--- src/rtl/clk_div_if.sv ---
`default_nettype none
// ============================================================================
//  Module   : clk_div_if
//  Purpose  : Control/output bundle of the integer clock divider.
//             master = controller side, slave = divider side.
//  Revision : 1.0  initial release
// ============================================================================
interface clk_div_if #(
  parameter int DIV_RATIO_WIDTH = 4
);
  logic                       i_clk_en;
  logic [DIV_RATIO_WIDTH-1:0] i_div_ratio;
  logic                       o_div_clk;

  modport master (
    output i_clk_en,
    output i_div_ratio,
    input  o_div_clk
  );

  modport slave (
    input  i_clk_en,
    input  i_div_ratio,
    output o_div_clk
  );
endinterface
`default_nettype wire

--- src/rtl/clk_div.sv ---
`default_nettype none
// ============================================================================
//  Module   : clk_div
//  Purpose  : Runtime-programmable integer clock divider. Ratios 0/1 or a
//             disabled block pass the reference clock straight through; even
//             ratios give 50% duty, odd ratios a low phase one cycle longer.
//  Revision : 1.0  initial release
// ============================================================================
module clk_div #(
  parameter int DIV_RATIO_WIDTH = 4
) (
  input  wire logic  i_ref_clk,
  input  wire logic  i_rst,
  clk_div_if.slave   bus
);

  localparam int c_W  = DIV_RATIO_WIDTH;
  localparam int c_CW = DIV_RATIO_WIDTH - 1;

  // The longest phase is 2^(W-1) cycles, so a W-1 bit counter reaching
  // phase_len-1 is always wide enough.
  logic [c_CW-1:0] r_cnt;
  logic            r_div_q;

  logic [c_W-1:0]  w_ratio;
  logic            w_active;
  logic [c_W-1:0]  w_half;
  logic [c_W-1:0]  w_low_len;
  logic [c_W-1:0]  w_high_len;
  logic [c_W-1:0]  w_phase_len;
  logic [c_W-1:0]  w_cnt_ext;
  logic            w_phase_end;

  assign w_ratio  = bus.i_div_ratio;
  assign w_active = bus.i_clk_en && (w_ratio >= c_W'(2));

  // Low phase = ceil(N/2), high phase = floor(N/2).
  assign w_half      = w_ratio >> 1;
  assign w_low_len   = w_half + c_W'(w_ratio[0]);
  assign w_high_len  = w_half;
  assign w_phase_len = r_div_q ? w_high_len : w_low_len;

  // ">=" rather than "==" so a ratio shrunk mid-phase ends that phase on the
  // next edge instead of wrapping the counter.
  assign w_cnt_ext   = {1'b0, r_cnt};
  assign w_phase_end = (w_cnt_ext >= (w_phase_len - c_W'(1)));

  // Phase counter and divided-clock register; cleared whenever not dividing.
  always_ff @(posedge i_ref_clk) begin
    if (i_rst || !w_active) begin
      r_cnt   <= '0;
      r_div_q <= 1'b0;
    end else if (w_phase_end) begin
      r_cnt   <= '0;
      r_div_q <= ~r_div_q;
    end else begin
      r_cnt   <= r_cnt + c_CW'(1);
    end
  end

  // Pass-through switching is intentionally not glitch-free.
  assign bus.o_div_clk = w_active ? r_div_q : i_ref_clk;

endmodule
`default_nettype wire

--- src/flat_wrapper.sv ---
// flat-port wrapper written by rule: the top's interface ports become plain ports
module clk_div_flat 
#(
  parameter int DIV_RATIO_WIDTH = 4
)
  (i_ref_clk, i_rst, bus_i_clk_en, bus_i_div_ratio, bus_o_div_clk);
  clk_div_if #(.DIV_RATIO_WIDTH(DIV_RATIO_WIDTH)) bus_i ();
  input  wire logic i_ref_clk;
  input  wire logic i_rst;
  input wire logic [$bits(bus_i.i_clk_en)-1:0] bus_i_clk_en;
  input wire logic [$bits(bus_i.i_div_ratio)-1:0] bus_i_div_ratio;
  output wire logic [$bits(bus_i.o_div_clk)-1:0] bus_o_div_clk;
  assign bus_i.i_clk_en = bus_i_clk_en;
  assign bus_i.i_div_ratio = bus_i_div_ratio;
  assign bus_o_div_clk = bus_i.o_div_clk;
  clk_div #(.DIV_RATIO_WIDTH(DIV_RATIO_WIDTH)) u_core (.i_ref_clk(i_ref_clk), .i_rst(i_rst), .bus(bus_i));
endmodule
--- config.mk ---
export PLATFORM = sky130hd
export DESIGN_NAME = clk_div_flat
export DESIGN_NICKNAME = d
export VERILOG_FILES = /design/src/rtl/clk_div_if.sv /design/src/rtl/clk_div.sv /design/src/flat_wrapper.sv
export SDC_FILE = /design/constraint.sdc
export NUM_CORES = 1
export LEC_CHECK = 0
export BUFFER_PORTS_ARGS = -buffer_cell sky130_fd_sc_hd__buf_2
export CAP_MARGIN = 5
export CORE_AREA = 3 3 40 42
export CTS_CLUSTER_DIAMETER = 80
export DETAILED_ROUTE_END_ITERATION = 10
export DIE_AREA = 0 0 43 45
export SYNTH_ARGS = -nofsm -noshare
export SYNTH_HDL_FRONTEND = slang
export SYNTH_SLANG_ARGS = --single-unit
--- constraint.sdc ---
create_clock -name i_ref_clk -period 2.7 [get_ports i_ref_clk]
set_input_delay 0.135 -clock i_ref_clk [delete_from_list [all_inputs] [get_ports i_ref_clk]]
set_output_delay 0.135 -clock i_ref_clk [all_outputs]
set_load 0.02 [all_outputs]
==> impl_results.md <==
- RSZ-0062 raised after global routing: no
- Ys flop type: dfxtp_1
- Final setup viols: 0
- DR iter-0 viols: 6
- Top cells by count, synth: ha_1, dfxtp_1
- Arrival time worst endpoint: 2400 ps
- DPL Wire Length: 506 um
- Reg-to-reg critical path startpoint: u_core.r_div_q$_SDFFE_PP0P_
- Max FO, Critical Path: 8
- Fin area: 474 sq um
- Met2 Usage GRT: 10.5%
- Buffer count from post-CTS setup fixing: 0
- Final setup TNS: 0 ps
- Rows: 13
- Port bufs: 7
- Global-route track usage on met3: 12.4%
- Post-DRT Antenna Nets: 0
- Die Span X: 43 um
- N_diodes: 0
- Largest net degree at the start of global routing: 9
- Vias: 312
- Worst Setup SP: u_core.r_div_q$_SDFFE_PP0P_
- Slew Viols, Final: 0
- Nets@finish: 71
- Worst R2R Setup Slack: 550 ps
- Crit path top cell by count: ha_1
- Unique masters post-synth: 19
- IO Pins: 8
- Mean Syn Cell Area: 9.16 sq um
- Gpl congestion: 0.724
- Synth area leader: ha_1
- Final Cycle Share: 79.7%
- Area of placed instances: 429 sq um
- Count leader, synth: ha_1
- Post-synth top area share: 26.7%
- Drt first pass iters: 3
- R2R Path End: u_core.r_cnt[1]$_SDFF_PP0_
- Maximum vdd drop: 0.317 mV
- Setup Crit Path Kind: reg2reg
- Run status: finished, final reports clean
- Worst Path Required: 2940 ps
- Storage element area: 80.1 sq um
- Number of cells on the worst reg-to-reg path: 9
- Core Util, Final: 36.9%
- Vias in the first global route: 290
- Crit-path cells: nor2b_1 -> a21o_1 -> ha_1 -> xor2_1 -> xnor2_1 -> ha_1 -> a21oi_1 -> a311o_1 -> and3_1
- Area grow syn2layout: 26.3%
- Fillers: 144
- Mapped Cells: 41
- Number of synthesized flops with an enable pin: 0
- Slew headroom: 66.3%
- Inst Count DP: 63
- Clk_skew: 2.98 ps
- Worst-path clk slew: 40 ps
- Total global-route track usage: 10.2%
- Max-cap violation count: 0
- Pwr dens: 647 nW/um^2
- Die area: 1940 sq um
- Share of layout cells above drive strength 1: 27.8%
- First-pass GRT wire length: 1130 um
- Pleak: 0.261 nW
- Die Y: 45 um
- Final Hold Viols: 0
- Hold-fix buffers, CTS: 0
- Synth Register Bits: 4
- Top Usage Layer GRT: met4
- Asr flop ratio synth: 0%
- Clock tree from TritonCTS: built
- Area of the multi-input gates: 284 sq um
- Initial Util: 29.2%
- Worst path slowest cell: dfxtp_1
- Routed vias/inst: 4.52
- Max incr delay on CP: 450 ps
- FMAX: 0.465 GHz
- Resized Gates After CTS: 0
- Setup crit end kind: flip-flop
- Worst min path class: in2reg
- Synth top area cells: ha_1, dfxtp_1, xnor2_1
- Warnings from Yosys: 0
- Netlist Area Pre-Place: 375 sq um
- Min Tclk post-route: 2150 ps
- DR WL/cell: 10.4 um
- Later-pin clock latency in the skew report: 350 ps
- Worst Setup EP: u_core.r_cnt[1]$_SDFF_PP0_
- Core ar.: 1280 sq um
- Initial antenna violation count: 0
- GR Layer Usage met1: 7.93%
- Synth Net Count: 56
- WL final: 721 um
- Residual DRC count: 0
- Actual slew at the worst max-slew pin: 499 ps
- GRT Residual Overflow: 0
- Seq/Total Area, Yosys: 21.3%
- Cell Count, Final, Fillers Out: 69
- Critical Path Source Type: flip-flop
-- worst min path at each step --
stage	start	endpoint	slack, ps	cells past startpoint
finish	i_rst	u_core.r_div_q$_SDFFE_PP0P_	60	3
global route	i_rst	u_core.r_div_q$_SDFFE_PP0P_	60	3
CTS	i_rst	u_core.r_div_q$_SDFFE_PP0P_	50	3
detailed placement	i_ref_clk	bus_o_div_clk	390	2
global placement	i_ref_clk	bus_o_div_clk	390	2
floorplan	i_rst	u_core.r_div_q$_SDFFE_PP0P_	310	2
-- cells by family after synthesis --
kind of cell	synth area share, %
simple gates	18.0
compound gates	13.7
flops	21.3
mux	5.67
xor+xnor	11.7
buf+inv	3.00
fa+ha+maj	26.7
-- critical path, delay by kind of cell, from the launching register on --
kind            cells  cell delay (ps)
fa+ha+maj           2              460
compound gates      3              560
simple gates        2              290
flops               1              450
xor+xnor            2              280
-- report_power, final --
| part | internal [mW] | switching, mW |
|---|---|---|
| clock | 0.112 | 0.0581 |
| sequential | 0.0634 | 0.00427 |
| combinational | 0.0356 | 0.0335 |
| total | 0.211 | 0.0959 |
-- registers in the layout (all words and copies together) (netlist names) --
register,count
u_core.r_div_q,1
u_core.r_cnt,3
-- layer usage --
layer  vias to the layer above  share of wire (%)
met5                         -                  0
met4                         0                  0
met3                         0                 10
met2                         8                 42
met1                       134                 48
li1                        170                  -
-- stage by stage --
stage | power (mW) | setup slack (ps) | hold slack, ps
after detailed placement | 0.167 | 391 | 393
after global placement | 0.165 | 409 | 393
final | 0.307 | 548 | 63.9
after floorplan | 0.142 | 623 | 314
after CTS | 0.318 | 539 | 50.7
after global routing | 0.342 | 388 | 55.6
-- layout by cell type, fill, tap and decap left out --
| cell | Yosys | routed |
|---|---|---|
| xor2_1 | 2 | 2 |
| or3_1 | 1 | 1 |
| mux2_2 | 1 | 1 |
| a21oi_1 | 1 | 1 |
| a311o_1 | 1 | 1 |
| xnor2_1 | 3 | 3 |
| nor3_1 | 1 | 1 |
| nand2b_1 | 1 | 1 |
| buf_2 | 0 | 7 |
| a21o_1 | 2 | 2 |
| nor2b_1 | 2 | 2 |
| inv_1 | 3 | 3 |
| and3_1 | 3 | 3 |
| o41ai_1 | 1 | 1 |
| a22oi_2 | 1 | 1 |
| dfxtp_1 | 4 | 4 |
| mux2i_1 | 1 | 1 |
| nor2_1 | 3 | 3 |
| ha_1 | 8 | 8 |
| clkbuf_4 | 0 | 6 |
| nand2_1 | 2 | 2 |
-- layout make-up --
class                   instances  share of cell area [%]
inverters                       3                    2.37
multi-input cells              34                    59.9
clock buffers                   7                    10.6
flip-flops and latches          4                    16.9
well taps                      15                    3.96
repair buffers                  6                    6.33
Note: power is estimated with default switching activity, not from simulation.
